`src/rtl/node_pkg.sv`:
```
// Shared definitions for node_reducer: selector codes, FSM states and selector normalisation.
package node_pkg;

  localparam logic [7:0] SEL_UPDATE       = 8'd0;
  localparam logic [7:0] SEL_LOOKUP_SCAN  = 8'd1;
  localparam logic [7:0] SEL_LOOKUP_FINAL = 8'd2;
  localparam logic [7:0] SEL_ENCODE       = 8'd3;
  localparam logic [7:0] SEL_DELETE       = 8'd4;
  localparam logic [7:0] SEL_CONGRUE_UP   = 8'd5;
  localparam logic [7:0] SEL_CONGRUE_DOWN = 8'd6;
  localparam logic [7:0] SEL_MARK_AVAIL   = 8'd7;

  typedef enum logic [1:0] {
    StIdle = 2'd0,
    StFold = 2'd1,
    StDone = 2'd2
  } state_e;

  // Undefined opcodes fold exactly like an update.
  function automatic logic [7:0] norm_sel(input logic [7:0] sel);
    return (sel > SEL_MARK_AVAIL) ? SEL_UPDATE : sel;
  endfunction

endpackage

```
`src/rtl/node_reducer_if.sv`:
```
// Request/result bundle between a fold requester (master) and node_reducer (slave).
interface node_reducer_if #(
   parameter int unsigned N_CELLS = 8,
   parameter int unsigned DATA_W  = 8
);
   logic                        start;
   logic [7:0]                  selector;
   logic [N_CELLS*DATA_W-1:0]   cell_value;
   logic [N_CELLS*DATA_W-1:0]   cell_context;
   logic [N_CELLS-1:0]          cell_bool;
   logic [N_CELLS-1:0]          cell_done;
   logic                        busy;
   logic                        done;
   logic [DATA_W-1:0]           result_value;
   logic [DATA_W-1:0]           result_context;
   logic                        result_bool;
   logic                        result_opdone;

   modport master (
      output start, selector, cell_value, cell_context, cell_bool, cell_done,
      input  busy, done, result_value, result_context, result_bool, result_opdone
   );

   modport slave (
      input  start, selector, cell_value, cell_context, cell_bool, cell_done,
      output busy, done, result_value, result_context, result_bool, result_opdone
   );
endinterface

```
`src/rtl/node_combine_unit.sv`:
```
// Pairwise fold rule: chooses left or right (value, context) and ORs the match flags.
module node_combine_unit
   import node_pkg::*;
#(
   parameter int unsigned DATA_W = 8
) (
   input  logic [7:0]        sel_i,
   input  logic [DATA_W-1:0] left_val_i,
   input  logic [DATA_W-1:0] left_ctx_i,
   input  logic              left_bool_i,
   input  logic [DATA_W-1:0] right_val_i,
   input  logic [DATA_W-1:0] right_ctx_i,
   input  logic              right_bool_i,
   output logic [DATA_W-1:0] out_val_o,
   output logic [DATA_W-1:0] out_ctx_o,
   output logic              out_bool_o
);
   logic both_true;
   logic pick_left;

   assign both_true = left_bool_i & right_bool_i;

   // Strict compares: equal contexts fall through to the right operand.
   always_comb begin
      pick_left = left_bool_i;
      if (both_true && (sel_i == SEL_LOOKUP_SCAN)) begin
         pick_left = (left_ctx_i > right_ctx_i);
      end else if (both_true && (sel_i == SEL_CONGRUE_UP)) begin
         pick_left = (left_ctx_i < right_ctx_i);
      end
   end

   assign out_val_o  = pick_left ? left_val_i : right_val_i;
   assign out_ctx_o  = pick_left ? left_ctx_i : right_ctx_i;
   assign out_bool_o = left_bool_i | right_bool_i;
endmodule

```
`src/rtl/node_reducer.sv`:
```
// Sequential fold of N_CELLS cell results into one winner.
// Optional feature: define NODE_REDUCER_EARLY_EXIT_EN to stop folding once a match is held.
module node_reducer
   import node_pkg::*;
#(
   parameter int unsigned N_CELLS = 8,
   parameter int unsigned DATA_W  = 8
) (
   input  logic          clk,
   input  logic          reset,
   node_reducer_if.slave bus
);
   localparam int unsigned IdxW = (N_CELLS > 2) ? $clog2(N_CELLS) : 1;

   state_e              state_q;
   logic [IdxW-1:0]     idx_q;
   logic [7:0]          sel_q;
   logic [DATA_W-1:0]   val_q [N_CELLS];
   logic [DATA_W-1:0]   ctx_q [N_CELLS];
   logic [N_CELLS-1:0]  bool_q;
   logic [N_CELLS-1:0]  cdone_q;
   logic [DATA_W-1:0]   acc_val_q;
   logic [DATA_W-1:0]   acc_ctx_q;
   logic                acc_bool_q;
   logic                busy_q;
   logic                done_q;
   logic [DATA_W-1:0]   res_val_q;
   logic [DATA_W-1:0]   res_ctx_q;
   logic                res_bool_q;
   logic                res_opdone_q;

   logic [DATA_W-1:0]   cmb_val;
   logic [DATA_W-1:0]   cmb_ctx;
   logic                cmb_bool;
   logic                last_idx;
   logic                early_exit;

   node_combine_unit #(
      .DATA_W (DATA_W)
   ) u_combine (
      .sel_i        (sel_q),
      .left_val_i   (acc_val_q),
      .left_ctx_i   (acc_ctx_q),
      .left_bool_i  (acc_bool_q),
      .right_val_i  (val_q[idx_q]),
      .right_ctx_i  (ctx_q[idx_q]),
      .right_bool_i (bool_q[idx_q]),
      .out_val_o    (cmb_val),
      .out_ctx_o    (cmb_ctx),
      .out_bool_o   (cmb_bool)
   );

   assign last_idx = (idx_q == IdxW'(N_CELLS - 1));

`ifdef NODE_REDUCER_EARLY_EXIT_EN
   assign early_exit = cmb_bool && (sel_q != SEL_LOOKUP_SCAN) && (sel_q != SEL_CONGRUE_UP);
`else
   assign early_exit = 1'b0;
`endif

   always_ff @(posedge clk) begin
      if (reset) begin
         state_q      <= StIdle;
         idx_q        <= '0;
         sel_q        <= '0;
         bool_q       <= '0;
         cdone_q      <= '0;
         acc_val_q    <= '0;
         acc_ctx_q    <= '0;
         acc_bool_q   <= 1'b0;
         busy_q       <= 1'b0;
         done_q       <= 1'b0;
         res_val_q    <= '0;
         res_ctx_q    <= '0;
         res_bool_q   <= 1'b0;
         res_opdone_q <= 1'b0;
         for (int i = 0; i < N_CELLS; i++) begin
            val_q[i] <= '0;
            ctx_q[i] <= '0;
         end
      end else begin
         done_q <= 1'b0;
         unique case (state_q)
            StIdle: begin
               if (bus.start) begin
                  for (int i = 0; i < N_CELLS; i++) begin
                     val_q[i] <= bus.cell_value[i*DATA_W +: DATA_W];
                     ctx_q[i] <= bus.cell_context[i*DATA_W +: DATA_W];
                  end
                  bool_q     <= bus.cell_bool;
                  cdone_q    <= bus.cell_done;
                  sel_q      <= norm_sel(bus.selector);
                  acc_val_q  <= bus.cell_value[0 +: DATA_W];
                  acc_ctx_q  <= bus.cell_context[0 +: DATA_W];
                  acc_bool_q <= bus.cell_bool[0];
                  idx_q      <= IdxW'(1);
                  busy_q     <= 1'b1;
                  state_q    <= StFold;
               end
            end
            StFold: begin
               acc_val_q  <= cmb_val;
               acc_ctx_q  <= cmb_ctx;
               acc_bool_q <= cmb_bool;
               idx_q      <= idx_q + IdxW'(1);
               if (last_idx || early_exit) begin
                  // Flags come from the whole buffer, so an early exit cannot skew them.
                  res_val_q    <= cmb_val;
                  res_ctx_q    <= cmb_ctx;
                  res_bool_q   <= |bool_q;
                  res_opdone_q <= &cdone_q;
                  done_q       <= 1'b1;
                  state_q      <= StDone;
               end
            end
            StDone: begin
               busy_q  <= 1'b0;
               state_q <= StIdle;
            end
            default: begin
               busy_q  <= 1'b0;
               state_q <= StIdle;
            end
         endcase
      end
   end

   assign bus.busy           = busy_q;
   assign bus.done           = done_q;
   assign bus.result_value   = res_val_q;
   assign bus.result_context = res_ctx_q;
   assign bus.result_bool    = res_bool_q;
   assign bus.result_opdone  = res_opdone_q;
endmodule

```
`src/flat_wrapper.sv`:
```
// flat-port wrapper written by rule: the top's interface ports become plain ports
module node_reducer_flat import node_pkg::*;
#(
   parameter int unsigned N_CELLS = 8,
   parameter int unsigned DATA_W  = 8
)
  (clk, reset, bus_start, bus_selector, bus_cell_value, bus_cell_context, bus_cell_bool, bus_cell_done, bus_busy, bus_done, bus_result_value, bus_result_context, bus_result_bool, bus_result_opdone);
  node_reducer_if #(.N_CELLS(N_CELLS), .DATA_W(DATA_W)) bus_i ();
  input  logic clk;
  input  logic reset;
  input wire logic [$bits(bus_i.start)-1:0] bus_start;
  input wire logic [$bits(bus_i.selector)-1:0] bus_selector;
  input wire logic [$bits(bus_i.cell_value)-1:0] bus_cell_value;
  input wire logic [$bits(bus_i.cell_context)-1:0] bus_cell_context;
  input wire logic [$bits(bus_i.cell_bool)-1:0] bus_cell_bool;
  input wire logic [$bits(bus_i.cell_done)-1:0] bus_cell_done;
  output wire logic [$bits(bus_i.busy)-1:0] bus_busy;
  output wire logic [$bits(bus_i.done)-1:0] bus_done;
  output wire logic [$bits(bus_i.result_value)-1:0] bus_result_value;
  output wire logic [$bits(bus_i.result_context)-1:0] bus_result_context;
  output wire logic [$bits(bus_i.result_bool)-1:0] bus_result_bool;
  output wire logic [$bits(bus_i.result_opdone)-1:0] bus_result_opdone;
  assign bus_i.start = bus_start;
  assign bus_i.selector = bus_selector;
  assign bus_i.cell_value = bus_cell_value;
  assign bus_i.cell_context = bus_cell_context;
  assign bus_i.cell_bool = bus_cell_bool;
  assign bus_i.cell_done = bus_cell_done;
  assign bus_busy = bus_i.busy;
  assign bus_done = bus_i.done;
  assign bus_result_value = bus_i.result_value;
  assign bus_result_context = bus_i.result_context;
  assign bus_result_bool = bus_i.result_bool;
  assign bus_result_opdone = bus_i.result_opdone;
  node_reducer #(.N_CELLS(N_CELLS), .DATA_W(DATA_W)) u_core (.clk(clk), .reset(reset), .bus(bus_i));
endmodule
```
`config.mk`:
```
export PLATFORM = sky130hd
export DESIGN_NAME = node_reducer_flat
export DESIGN_NICKNAME = d
export VERILOG_FILES = /design/src/rtl/node_pkg.sv /design/src/rtl/node_reducer_if.sv /design/src/rtl/node_combine_unit.sv /design/src/rtl/node_reducer.sv /design/src/flat_wrapper.sv
export SDC_FILE = /design/constraint.sdc
export NUM_CORES = 1
export LEC_CHECK = 0
export ABC_AREA = 1
export CAP_MARGIN = 20
export CORE_ASPECT_RATIO = 1.25
export CORE_MARGIN = 1.5
export CORE_UTILIZATION = 50
export CTS_CLUSTER_DIAMETER = 80
export DETAILED_ROUTE_END_ITERATION = 12
export DONT_BUFFER_PORTS = 1
export HOLD_SLACK_MARGIN = 0.08
export SYNTH_ARGS = -nofsm -noshare
export SYNTH_HDL_FRONTEND = slang
export SYNTH_SLANG_ARGS = --single-unit
```
`constraint.sdc`:
```
create_clock -name clk -period 16.1 [get_ports clk]
set_clock_uncertainty 0.05 [all_clocks]
set_input_delay 1.61 -clock clk [delete_from_list [all_inputs] [get_ports clk]]
set_output_delay 1.61 -clock clk [all_outputs]
set_load 0.01 [all_outputs]
```
==> flow_summary.toml <==
[cts]
clockBufferDepth = 2
clkSinkCount = 197
clk_latency_ns = 0.43
hold_buffers = 0
post-cts-setup-buffers = 0
cts_tree = "yes"
path_clk_slew_ns = 0.06
cts-htree-levels = 4
numCtsBuffers = 17
cts_resized = 0
cts_root_buffer = "clkbuf_16"

[timing]
clock.fmax_mhz = 251
finalCritPeriodShare_pct = 24.7
tightest_slew_ns = 1.08
maxSlewHeadroom_pct = 28.2
fin_crit_ns = 3.98
rsz0062_at_grt = "no"
setup_viol = 0
worst_slack_ns = 12.12
drv_slew = 0
fin_setup_tns_ns = 0
final-hold-violation-count = 0

[yosys]
yosys.area_share.simple_pct = 18.7
synth_edf_count = 128
yosysWarnings = 0
synth_cell_types = 38
synth_top_area_cell = "edfxtp_1"
synthXorXnorAreaFrac_pct = 0
synth.area.top_cells = "edfxtp_1, dfxtp_1, nor2_1"
avgSynthCellArea_um2 = 8.98
synthCells = 1012
synth_mux_area_share_pct = 0.330
synth_top_family_by_area = "simple AND/OR/NAND/NOR gates"
synth_area_um2 = 9090
yosys.area.top_type_share_pct = 42.3
ys_async_sr_fraction_pct = 0
synth-compound-area-share_pct = 11.6
yosysSeqAreaShare_pct = 57.5
syn_nets = 1177
synth_fa_ha_area_share_pct = 1.38
synth-seq-cells = 197
synth_flop_cell = "edfxtp_1"

[floorplanning]
die_height_um = 154
fp.coreArea_um2 = 17600
dieArea_um2 = 19000
start_util_pct = 51.5
boundaryPins = 175
placementRows = 54
die_width_um = 124

[critical_path]
path_common_cell = "nand2_1"
cp.arrival_ns = 4.26
crit_family = "simple AND/OR/NAND/NOR gates"
end_kind = "flop"
crit_type = "reg2reg"
cp_slowest_cell = "nand2_4"
critPathBufInv = 6
required_ns = 16.38
cp_max_fo = 64
cp-start-kind = "flop"
crit_chain = "buf_4 -> o21ai_0 -> o22ai_1 -> inv_1 -> o21ai_0 -> inv_1 -> ha_1 -> nand2_1 -> inv_1 -> nand2_1 -> nand2_1 -> nand2_1 -> nand2_1 -> nand4_2 -> nand2_4 -> inv_1 -> o21ai_1 -> nand2_1 -> nand2_1 -> inv_1"
max_stage_delay_ns = 0.54

[detailed_routing]
ant_nets = 0
drt-wirelength-per-cell_um = 17.1
drtIter0Drc = 586
wl_um = 20900
vias = 6423
drc = 0
drt_first_pass_iters = 6
routed_via_density = 5.26

[grt]
grt_pass1_vias = 6241
antenna_found_initial = 0
grt_max_degree = 94
grt_remaining_overflow = 0
grt_pass1_wl_um = 32300
grtUsageTotal_pct = 22.5

[power]
pwr-share-comb_pct = 13.9
pwr-share-seq_pct = 51.7
fin_total_pwr_mw = 1.15
netSwitchingPower_mw = 0.303
cellPowerDensity_nw_per_um2 = 119
internal-power_mw = 0.850
vdd_drop_max_mv = 0.0753
power.share.clock_pct = 34.3
p_sw_share_pct = 26.3
p_leak_nw = 4.35

[placement]
dp_slack_ns = 11.90
hpwl_um = 13700
finalWeightedCongestion = 0.815
io_buffers = 0

[run]
cap_violations = 0

[cells_and_area]
drive_above_1_share_pct = 8.43
antennaDiodeCount = 0
area_growth_pct = 6.61
final.fill_count = 1673
final_common_cell = "nor2_1"
layout_common_cells = "nor2_1, inv_1, edfxtp_1"
nNetsFinal = 1149

[status]
status = "finished, final reports clean"

[worst_hold_path]
hp-class = "reg2reg"
==> worst paths after layout <==
kind              depth (start not counted)       startpoint  slack (ns)                         end
hold / removal                            2  u_core.sel_q[6]        0.39             u_core.sel_q[6]
setup reg to reg                         20             flop       12.12  u_core.bus.result_value[4]
setup / recovery                         20             flop       12.12  u_core.bus.result_value[4]
hold reg to reg                           2  u_core.sel_q[6]        0.39             u_core.sel_q[6]
==> routing by layer <==
| metal | vias to the layer above | track usage (%) | share of wire, % |
|---|---|---|---|
| li1 | 3223 | - | - |
| met2 | 180 | 38.2 | 50 |
| met3 | 10 | 5.04 | 4.7 |
| met1 | 3010 | 29.1 | 44 |
| met5 | - | 0 | 0 |
| met4 | 0 | 5.20 | 0.84 |
==> flip-flops by register name, indices dropped and copies added (netlist names), 2 cells and up, named ones only <==
register,count
u_core.ctx_q,64
u_core.val_q,64
u_core.acc_ctx_q,8
u_core.acc_val_q,8
u_core.bool_q,8
u_core.bus.result_context,8
u_core.bus.result_value,8
u_core.cdone_q,8
u_core.sel_q,8
u_core.idx_q,3
u_core.state_q,2
==> worst min-delay path, delay by kind of cell (launching register included) <==
family        cells  cell delay, ns
simple gates      1            0.04
buf+inv           1            0.06
flops             1            0.30
==> cell usage after synthesis (7+ instances only) <==
library cell  count
nand2_4           7
a21oi_1           9
o22ai_1          26
nand3_2           7
buf_1            10
o21ai_1          15
nor2_1          201
a21oi_2          11
edfxtp_1        128
buf_2            15
nand3_1          47
o21ai_0          87
ha_1             10
inv_1           175
o221ai_1          7
clkbuf_1         24
nand2_1         103
nor2_2            7
nand2_2           8
dfxtp_1          69
==> cell families (layout without fill, tap and decap cells) <==
logic type	Yosys count	after routing
AO/OA/AOI/OAI	179	179
multiplexers	3	3
flip-flops	197	197
AND/OR/NAND/NOR	391	391
adder cells (fa/ha/maj)	10	10
buffers and inverters	232	216
==> final cells by class <==
type	instances	area [um2]	share of cell area, %
clock inverters	6	30.0	0.310
flip-flops and latches	197	5230	53.9
well taps	224	280	2.89
repair buffers	7	52.6	0.542
inverters	178	671	6.92
multi-input cells	583	2920	30.2
clock buffers	25	508	5.24
==> metrics by stage <==
step | hold slack (ns) | util [%] | std cells | area [um2]
6_report | 0.389 | 54.9 | 1220 | 9690
4_1_cts | 0.391 | 54.9 | 1220 | 9690
3_5_place_dp | 0.382 | 51.9 | 1189 | 9150
5_1_grt | 0.414 | 54.9 | 1220 | 9690
2_1_floorplan | 0.365 | - | 1012 | 9090
3_3_place_gp | 0.378 | 51.9 | 1189 | 9150
==> power by group through the flow <==
stage / sequential (mW) / combinational, mW / clock (mW)
floorplan: 0.606 / 0.130 / 0
global route: 0.600 / 0.183 / 0.421
global placement: 0.607 / 0.161 / 0
detailed placement: 0.607 / 0.162 / 0
CTS: 0.597 / 0.163 / 0.403
finish: 0.597 / 0.161 / 0.396
(Power assumes the default switching activity.)
